<file path="config.mk">
export PLATFORM = sky130hd
export DESIGN_NAME = mips_hazard_fwd_ctrl
export DESIGN_NICKNAME = d
export VERILOG_FILES = /design/src/rtl/mips_hazard_fwd_ctrl.sv
export SDC_FILE = /design/constraint.sdc
export NUM_CORES = 1
export LEC_CHECK = 0
export BUFFER_PORTS_ARGS = -buffer_cell sky130_fd_sc_hd__buf_2
export CAP_MARGIN = 20
export CELL_PAD_IN_SITES_DETAIL_PLACEMENT = 1
export CELL_PAD_IN_SITES_GLOBAL_PLACEMENT = 1
export CORE_MARGIN = 4
export CORE_UTILIZATION = 42
export CTS_CLUSTER_DIAMETER = 50
export DETAILED_ROUTE_END_ITERATION = 16
export PLACE_DENSITY_LB_ADDON = 0.08
export REMOVE_ABC_BUFFERS = 1
export SYNTH_ARGS = -nofsm -noshare
export SYNTH_HDL_FRONTEND = slang
export SYNTH_SLANG_ARGS = --single-unit
export TNS_END_PERCENT = 1
</file>
<file path="constraint.sdc">
create_clock -name clk -period 2.4 [get_ports clk]
set_clock_uncertainty 0.05 [all_clocks]
set_input_delay 0.36 -clock clk [delete_from_list [all_inputs] [get_ports clk]]
set_output_delay 0.36 -clock clk [all_outputs]
set_load 0.1 [all_outputs]
</file>
<file path="src/rtl/mips_hazard_fwd_ctrl.sv">
// Hazard and forwarding controller for the 5-stage MIPS pipeline.
// Shadows destination/Tnew/load info through E, M, W and drives stall and forwarding selects.
module mips_hazard_fwd_ctrl (
  input  logic       clk,
  input  logic       reset,
  input  logic [4:0] rs_d,
  input  logic [4:0] rt_d,
  input  logic [1:0] tuse_rs_d,
  input  logic [1:0] tuse_rt_d,
  input  logic [4:0] a3_d,
  input  logic [1:0] tnew_d,
  input  logic       ld_d,
  output logic       stall,
  output logic [1:0] fwd_rs_d,
  output logic [1:0] fwd_rt_d,
  output logic [1:0] fwd_rs_e,
  output logic [1:0] fwd_rt_e,
  output logic [1:0] ForwardRTM
);

  logic [4:0] e_a3_q, e_a3_d;
  logic [1:0] e_tnew_q, e_tnew_d;
  logic       e_ld_q, e_ld_d;
  logic [4:0] e_rs_q, e_rs_d;
  logic [4:0] e_rt_q, e_rt_d;
  logic [4:0] m_a3_q, m_a3_d;
  logic [1:0] m_tnew_q, m_tnew_d;
  logic       m_ld_q, m_ld_d;
  logic [4:0] m_rt_q, m_rt_d;
  logic [4:0] w_a3_q, w_a3_d;
  logic       w_ld_q, w_ld_d;

  // No E->D path exists, so an E producer always needs at least one cycle.
  function automatic logic op_stall(input logic [4:0] r, input logic [1:0] tuse,
                                    input logic [4:0] ea3, input logic [1:0] etnew,
                                    input logic [4:0] ma3, input logic [1:0] mtnew);
    logic [1:0] e_need;
    e_need   = (etnew == 2'd0) ? 2'd1 : etnew;
    op_stall = (tuse != 2'd3) && (r != 5'd0) &&
               (((ea3 == r) && (tuse < e_need)) || ((ma3 == r) && (tuse < mtnew)));
  endfunction

  function automatic logic [1:0] fwd_sel(input logic [4:0] r, input logic [4:0] ma3,
                                         input logic [1:0] mtnew, input logic [4:0] wa3);
    if ((r != 5'd0) && (ma3 == r) && (mtnew == 2'd0)) fwd_sel = 2'b01;
    else if ((r != 5'd0) && (wa3 == r))               fwd_sel = 2'b10;
    else                                              fwd_sel = 2'b00;
  endfunction

  always_comb begin
    stall = op_stall(rs_d, tuse_rs_d, e_a3_q, e_tnew_q, m_a3_q, m_tnew_q) |
            op_stall(rt_d, tuse_rt_d, e_a3_q, e_tnew_q, m_a3_q, m_tnew_q);
    fwd_rs_d = fwd_sel(rs_d,   m_a3_q, m_tnew_q, w_a3_q);
    fwd_rt_d = fwd_sel(rt_d,   m_a3_q, m_tnew_q, w_a3_q);
    fwd_rs_e = fwd_sel(e_rs_q, m_a3_q, m_tnew_q, w_a3_q);
    fwd_rt_e = fwd_sel(e_rt_q, m_a3_q, m_tnew_q, w_a3_q);
    ForwardRTM = 2'b00;
    if ((m_rt_q != 5'd0) && (w_a3_q == m_rt_q))
      ForwardRTM = w_ld_q ? 2'b10 : 2'b01;
  end

  always_comb begin
    e_a3_d   = '0;
    e_tnew_d = '0;
    e_ld_d   = 1'b0;
    e_rs_d   = '0;
    e_rt_d   = '0;
    if (!stall) begin
      e_a3_d   = a3_d;
      e_tnew_d = tnew_d;
      e_ld_d   = ld_d;
      e_rs_d   = rs_d;
      e_rt_d   = rt_d;
    end
    m_a3_d   = e_a3_q;
    m_tnew_d = (e_tnew_q == 2'd0) ? 2'd0 : e_tnew_q - 2'd1;
    m_ld_d   = e_ld_q;
    m_rt_d   = e_rt_q;
    w_a3_d   = m_a3_q;
    w_ld_d   = m_ld_q;
  end

  always_ff @(posedge clk) begin
    if (!reset) begin
      e_a3_q   <= '0;
      e_tnew_q <= '0;
      e_ld_q   <= 1'b0;
      e_rs_q   <= '0;
      e_rt_q   <= '0;
      m_a3_q   <= '0;
      m_tnew_q <= '0;
      m_ld_q   <= 1'b0;
      m_rt_q   <= '0;
      w_a3_q   <= '0;
      w_ld_q   <= 1'b0;
    end else begin
      e_a3_q   <= e_a3_d;
      e_tnew_q <= e_tnew_d;
      e_ld_q   <= e_ld_d;
      e_rs_q   <= e_rs_d;
      e_rt_q   <= e_rt_d;
      m_a3_q   <= m_a3_d;
      m_tnew_q <= m_tnew_d;
      m_ld_q   <= m_ld_d;
      m_rt_q   <= m_rt_d;
      w_a3_q   <= w_a3_d;
      w_ld_q   <= w_ld_d;
    end
  end

endmodule

</file>
Word-level counts from Yosys, hierarchy flattened
Index checks and enable logic that the tools add are counted.
- bits in registers: 37
- latch bits: 0
- memory bits (writable): 0
- memory bits (read-only): 0
- output and inout port bits: 11
- logic and storage cells: 74
- memories: 0
- $add $sub $neg: 1
- multipliers: 0
- div/mod/pow operators: 0
- order comparisons: 4
- equal/unequal tests: 13
- shift operators: 0
- muxes and demuxes: 11
- bitwise operators: 2
- reduce and logical (&&, ||, !) cells: 32
- operators by type and width (kind ; number):
    == test 5 bit ; 11
    nonzero test 5 bit ; 5
    two-way mux 2 bit ; 11
    logical AND 1 bit ; 21
    < comparator 2 bit ; 4
    zero test 2 bit ; 2
    != test 2 bit (second input constant) ; 2
    OR reduction 2 bit ; 2
    logical OR 1 bit ; 2
    subtractor 2 x 1 -> 2 bit (second input constant) ; 1
    NOT 1 bit ; 1
    bitwise OR 1 bit ; 1

Depth between registers and ports, before layout
Gate-level depths: netlist (run 1).
- depth after elaboration: 8
- mapped depth: 10
- mapped depth without buffers: 9

Worst setup path before layout (run 1)
Ideal clock, no wire load.
- kind: register to output
- start: register m_a3_q[3]
- end: output port fwd_rt_e[1]
- data arrival time: 5.657 ns
- data required time: 1.990 ns
- setup slack: -3.667 ns
- stages on the path, launching flop included: 6
- path buffers: 1
- cells stage by stage: dfxtp_1 > clkbuf_1 > xnor2_1 > nand4_1 > nor4_1 > nor4_1
- cells in the longest elaborated chain, start to end: 4
- RTL lines (what ; RTL line ; RTL):
    start: declaration ; 26 ; logic [4:0] m_a3_q, m_a3_d;
    start signal: assignment ; 102 ; m_a3_q <= m_a3_d;
    == test 5 bit ; 45 ; if ((r != 5'd0) && (ma3 == r) && (mtnew == 2'd0)) fwd_sel = 2'b01;
    logical AND 1 bit (2 in a row) ; 45 ;
    two-way mux 2 bit ; 45 ;
    end: declaration ; 17 ; output logic [1:0] fwd_rt_e,
Every way passes these cells.

Worst setup path in the final report (run 1)
- start: register m_tnew_q[1]
- end: output port stall
- cells in the longest elaborated chain, start to end: 5
- RTL lines (what ; RTL line ; RTL):
    start: declaration ; 27 ; logic [1:0] m_tnew_q, m_tnew_d;
    start signal: assignment ; 103 ; m_tnew_q <= m_tnew_d;
    < comparator 2 bit ; 40 ; (((ea3 == r) && (tuse < e_need)) || ((ma3 == r) && (tuse < mtnew)));
    logical AND 1 bit ; 40 ;
    logical OR 1 bit ; 40 ;
    logical AND 1 bit ; 39 ; op_stall = (tuse != 2'd3) && (r != 5'd0) &&
    bitwise OR 1 bit (*) ; 51 ; stall = op_stall(rs_d, tuse_rs_d, e_a3_q, e_tnew_q, m_a3_q, m_tnew_q) |
    end: declaration ; 13 ; output logic stall,
Every way passes the cells marked *; elsewhere a longest branch is shown, timed or not.

==> run_results.csv, run 1 <==
group,metric,value,unit
outcome,status,"complete, but fails checks",
outcome,violations,"setup timing",
timing,setup_viol,3,
min_path,whs_endpoint,"e_tnew_q[1]",
placed_design,gp_congestion,0.814,
clock_network,cts_root_buf,"clkbuf_8",
synthesis,synthSimpleGateAreaFrac,0.281,
synthesis,syn_area,1970,um^2
setup_path,cp_cell_sequence,"inv_1 > ha_1 > a21o_1 > nor4_1 > or4b_4 > buf_12",
pwr,power.total,1.54,mW
clock_network,cts_buffers,5,
detailed_routing,detail_route.wl_per_cell,18.3,um
synthesis,synth_fa_ha_area_frac,0.0380,
die,dieArea,5860,um^2
global_route,grt_pass1_wl,9.20,mm
placed_design,portBuffers,34,
timing,timing.fmax,0.369,GHz
die,core_area,4440,um^2
setup_path,rr_worst_depth,8,
layout,drive_gt1_frac,0.375,
die,die_x,76.5,um
timing,maxSlewHeadroom,0.533,
synthesis,synth_xor_area_frac,0.240,
timing,worst_pin_slew,0.694,ns
layout,insertedDiodeCount,0,
global_route,grt-ovfl-total,0,
global_route,grt_max_degree,20,
min_path,min-delay-path-class,"input pin to flip-flop",
setup_path,crit_path_end_kind,"primary output",
placed_design,dpl_cell_area,2390,um^2
synthesis,synth-seq-cells,37,
detailed_routing,drc,0,
clock_network,clock_latency,0.30,ns
setup_path,worstPathRequired,1.99,ns
die,die_h,76.5,um
setup_path,worstSetupStartpointType,"flip-flop",
layout,regArea,752,um^2
pwr,power_density,584,nW/um^2
layout,layout_common_cells,"and2_1 (35), xor2_1 (33), dfxtp_1 (28), buf_2 (26), buf_4 (25)",
synthesis,synthDistinctLibCells,29,
pwr,power.leakage,1.17,nW
timing,slew_viol_final,0,
layout,utilization,0.593,
timing,setup_ws,-0.307,ns
clock_network,cts_sinks,37,
setup_path,cpMaxStageDelayCell,"nor4_1",
pwr,ir_drop,0.000304,V
clock_network,cts_tree,"yes",
synthesis,seq_area_frac_synth,0.375,
die,io-pin-count,35,
layout,multi_input_area,1280,um^2
detailed_routing,postRouteAntennaNets,0,
job,max-cap-violations,0,
setup_path,cp_max_fo,4,
min_path,hold_start,"tnew_d[1]",
timing,min_period,2.71,ns
clock_network,cts_max_level,2,
layout,finalNetCount,290,
layout,final_area,2630,um^2
clock_network,clockBufferDepth,2,
synthesis,synthMuxAreaShare,0,
setup_path,crit_arrival,2.30,ns
detailed_routing,vias,1652,
timing,rsz0062_at_grt,"true",
global_route,grt_pass1_vias,1800,
detailed_routing,routed_wl,5.73,mm
synthesis,synth.avg_cell_area,9.40,um^2
global_route,track_usage,0.200,
global_route,antenna_found_initial,0,
synthesis,synth_top_family_by_area,"simple AND/OR/NAND/NOR gates",
layout,final_cells,313,
timing,fin_crit_sh,1.13,
setup_path,reg2reg_to,"e_rs_q[0]",
detailed_routing,viasPerCell,5.28,
min_path,hold_path_depth,2,
die,core.rowCount,24,
setup_path,cpPeakStageDelay,0.63,ns
placed_design,dpl.cell_count,302,
die,start_util,0.444,
timing,hold_viol,0,
placed_design,dp_hpwl,4.31,mm
detailed_routing,drt-initial-drc-count,85,
layout,areaGrowthSynthToFinish,33.5,%
synthesis,syn_inst,210,
layout,final_common_cell,"and2_1",
setup_path,r2r-start,"m_tnew_q[1]",
synthesis,synth_compound_area_frac,0.0292,
setup_path,ff2ff_setup_slack,0.06,ns
clock_network,clk_pin_slew,0.09,ns
setup_path,path_class,"flip-flop to primary output",
detailed_routing,first_pass_iters,4,
layout,fillers,499,
synthesis,yosysWarnings,0,
-- worst max path at each step --
stage / from / endpoint / slack, ns / depth (start not counted)
after floorplan: m_a3_q[3] / fwd_rt_e[1] / -3.56 / 4
after global placement: rs_d[1] / stall / -0.15 / 6
after detailed placement: e_tnew_q[0] / stall / -0.21 / 9
after CTS: e_tnew_q[0] / stall / -0.23 / 8
after global routing: m_tnew_q[1] / stall / -0.45 / 6
final: m_tnew_q[1] / stall / -0.31 / 6
-- metal layers --
metal,GRT usage,routed length (um),vias up
met4,0.0525,97,0
met3,0.0473,233,8
li1,-,-,795
met2,0.391,3170,36
met1,0.210,2230,813
met5,0,0,-
-- synth_stat cells --
master,count,area share
clkbuf_1,12,0.023
nand2b_1,4,0.013
nand4_1,3,0.0095
dfxtp_1,37,0.38
buf_6,1,0.0057
or4_4,2,0.011
or2_2,1,0.0032
nor3_1,6,0.015
and4_1,1,0.0044
nor4b_4,1,0.012
nor2_1,9,0.017
nor3b_1,1,0.0038
inv_1,3,0.0057
nand2_1,3,0.0057
a21oi_1,2,0.0051
nand3_1,4,0.010
xor2_1,33,0.15
nand4b_1,1,0.0044
xnor2_1,21,0.093
o21ai_0,2,0.0051
a21o_1,1,0.0038
and2_1,35,0.11
ha_1,6,0.038
or4b_2,1,0.0051
or4_1,7,0.027
buf_2,1,0.0025
o31ai_2,1,0.0063
nor4_1,9,0.029
o21ai_2,2,0.0089
-- state kept, by name (all words and copies together) (netlist names), 2 cells and up --
signal,cells
e_rs_q,5
e_tnew_q,2
e_rt_q,5
m_a3_q,5
e_a3_q,5
m_tnew_q,2
m_rt_q,5
w_a3_q,5
-- critical path: cells and delay by family (launching register included) --
kind                     cells  cell delay (ns)
AO/OA/AOI/OAI                1             0.17
adder cells (fa/ha/maj)      1             0.28
AND/OR/NAND/NOR              2             0.90
flip-flops                   1             0.40
buffers and inverters        2             0.26
-- stage by stage --
| stage | TNS [ns] | hold slack, ns | setup WS [ns] |
|---|---|---|---|
| CTS | -0.339 | 0.202 | -0.225 |
| global route | -2.28 | 0.206 | -0.454 |
| global placement | -0.151 | 0.353 | -0.151 |
| detailed placement | -1.29 | 0.374 | -0.215 |
| floorplan | -15.82 | 0.342 | -3.56 |
| finish | -0.381 | 0.200 | -0.307 |
-- logic make-up (layout without fill, tap and decap cells) --
family,count (synthesis),count (layout)
fa+ha+maj,6,6
simple gates,88,88
flops,37,37
buf+inv,17,68
xor+xnor,54,54
compound gates,8,8
-- report_power, final --
part / switching (mW) / internal, mW / leakage (nW)
sequential: 0.0419 / 0.648 / 0.309
combinational: 0.224 / 0.166 / 0.820
clock: 0.252 / 0.206 / 0.0445
total: 0.518 / 1.02 / 1.17
-- cell type report --
cell class | instances | area share
repair buffers | 57 | 0.166
clock inverters | 3 | 0.00808
multi-input cells | 156 | 0.485
well taps | 52 | 0.0247
flip-flops and latches | 37 | 0.286
inverters | 3 | 0.00428
clock buffers | 5 | 0.0261
-- what timing repair did --
item	CTS	global route
endpoints found under the setup margin	22	25
hold buffers	0	0
pin swaps	8	7
setup buffers	2	1
resized for setup	25	11
(Power assumes the default switching activity.)
==> run 2: changes to the inputs <==
- GPL_TIMING_DRIVEN: not set -> 0
==> run_results.csv, run 2 (same netlist as run 1, synthesis figures left out) <==
group,metric,value,unit
die,die_h,76.5,um
timing,maxSlewHeadroom,0.522,
die,start_util,0.444,
clock_network,cts_hold_buffers,0,
global_route,grt_pass1_wl,8.50,mm
global_route,track_usage,0.187,
detailed_routing,first_pass_iters,4,
detailed_routing,detail_route.wl_per_cell,17.4,um
setup_path,worstSetupStartpointType,"flip-flop",
timing,timing.fmax,0.386,GHz
detailed_routing,drc,0,
pwr,pwr-share-comb,0.231,
layout,areaGrowthSynthToFinish,22.1,%
detailed_routing,drt-initial-drc-count,39,
timing,fin_crit_sh,1.08,
pwr,power_switching_share,0.333,
detailed_routing,vias,1533,
placed_design,gp_congestion,0.830,
layout,final_common_cell,"and2_1",
setup_path,r2r-start,"e_tnew_q[0]",
detailed_routing,viasPerCell,5.20,
placed_design,dpl_cell_area,2150,um^2
setup_path,crit_path_end_kind,"primary output",
layout,insertedDiodeCount,0,
clock_network,clock_latency,0.30,ns
die,io-pin-count,35,
die,die_x,76.5,um
layout,drive_gt1_frac,0.321,
pwr,power_switching,490,uW
layout,utilization,0.542,
setup_path,cp_max_fo,2,
clock_network,cts_max_level,2,
setup_path,cp_cell_sequence,"inv_2 > ha_4 > nand2b_4 > ha_4 > o21ai_2 > nand3_2 > nor3_4 > or4b_4 > buf_12",
pwr,ir_drop,0.000262,V
detailed_routing,routed_wl,5.15,mm
pwr,seqPwrFrac,0.470,
timing,worst_pin_slew,0.715,ns
setup_path,reg2reg_to,"e_rs_q[0]",
setup_path,ff2ff_setup_slack,0.01,ns
timing,hold_viol,0,
job,max-cap-violations,0,
setup_path,cpPeakStageDelay,0.55,ns
pwr,p_int,980,uW
global_route,grt_max_degree,20,
setup_path,rr_worst_depth,11,
clock_network,cts_sinks,37,
layout,layout_common_cells,"and2_1 (35), xor2_1 (33), dfxtp_1 (29), buf_2 (26), xnor2_1 (21)",
clock_network,cts_buffers,5,
timing,slew_viol_final,0,
outcome,violations,"setup timing",
layout,finalNetCount,272,
pwr,power_density,610,nW/um^2
timing,setup_ws,-0.189,ns
placed_design,dp_hpwl,3.82,mm
global_route,grt-ovfl-total,0,
setup_path,cpMostUsedCell,"ha_4",
setup_path,critical_path_buf_inv_count,2,
clock_network,cts_tree,"yes",
min_path,min-delay-path-class,"input pin to flip-flop",
min_path,hold_start,"a3_d[2]",
pwr,clkPwrFrac,0.299,
timing,min_period,2.59,ns
setup_path,path_class,"flip-flop to primary output",
clock_network,clk_pin_slew,0.08,ns
placed_design,portBuffers,34,
timing,worst_hold_slack,0.214,ns
timing,rsz0062_at_grt,"true",
die,dieArea,5860,um^2
pwr,power.total,1.47,mW
timing,setup_viol,4,
setup_path,crit_arrival,2.18,ns
clock_network,clockBufferDepth,2,
min_path,whs_endpoint,"e_a3_q[2]",
outcome,status,"complete, but fails checks",
pwr,power.leakage,1.07,nW
die,core.rowCount,24,
die,core_area,4440,um^2
setup_path,worstPathRequired,1.99,ns
global_route,grt_pass1_vias,1732,
layout,final_area,2410,um^2
detailed_routing,postRouteAntennaNets,0,
min_path,hold_path_depth,2,
global_route,antenna_found_initial,0,
clock_network,cts_root_buf,"clkbuf_8",
setup_path,critPathTopFamily,"simple AND/OR/NAND/NOR gates",
setup_path,cpMaxStageDelayCell,"or4b_4",
-- run 2: final cells by class --
cell class / instances / area [um^2]
timing repair buffer: 39 / 240
clock inverter: 3 / 17.5
clock buffer: 5 / 68.8
fill: 522 / 2040
inverter: 3 / 11.3
tap: 52 / 65.1
multi-input combinational: 156 / 1250
sequential: 37 / 753
-- run 2: metal layers --
layer	share of wire	track usage	vias up
li1	-	-	755
met1	0.41	0.198	736
met2	0.53	0.339	33
met3	0.042	0.0556	9
met4	0.015	0.0815	0
met5	0	0	-
-- run 2: power by group through the flow --
stage / registers (mW) / logic (mW) / clock network [mW]
floorplan: 0.690 / 0.220 / 0
global placement: 0.703 / 0.287 / 0
detailed placement: 0.704 / 0.298 / 0
CTS: 0.691 / 0.330 / 0.452
global route: 0.697 / 0.368 / 0.482
finish: 0.690 / 0.339 / 0.440
-- run 2: repair_timing --
action | in CTS | in global routing
setup endpoints to repair | 23 | 25
buffers inserted | 4 | 1
resized for setup | 35 | 7
pin swaps | 8 | 9
-- run 2: worst max-delay path by stage --
| stage | end | cells past startpoint | from |
|---|---|---|---|
| floorplan | fwd_rt_e[1] | 4 | m_a3_q[3] |
| global placement | stall | 8 | e_tnew_q[0] |
| detailed placement | stall | 8 | e_tnew_q[0] |
| CTS | stall | 9 | e_tnew_q[0] |
| global route | stall | 6 | m_tnew_q[1] |
| finish | stall | 9 | e_tnew_q[0] |
-- run 2: through the flow --
stage	TNS [ns]	setup slack, ns	instances
6_report	-0.294	-0.189	295
5_1_grt	-2.89	-0.274	295
4_1_cts	-0.326	-0.203	294
3_5_place_dp	-1.87	-0.529	282
3_3_place_gp	-1.01	-0.487	282
2_1_floorplan	-15.82	-3.56	196
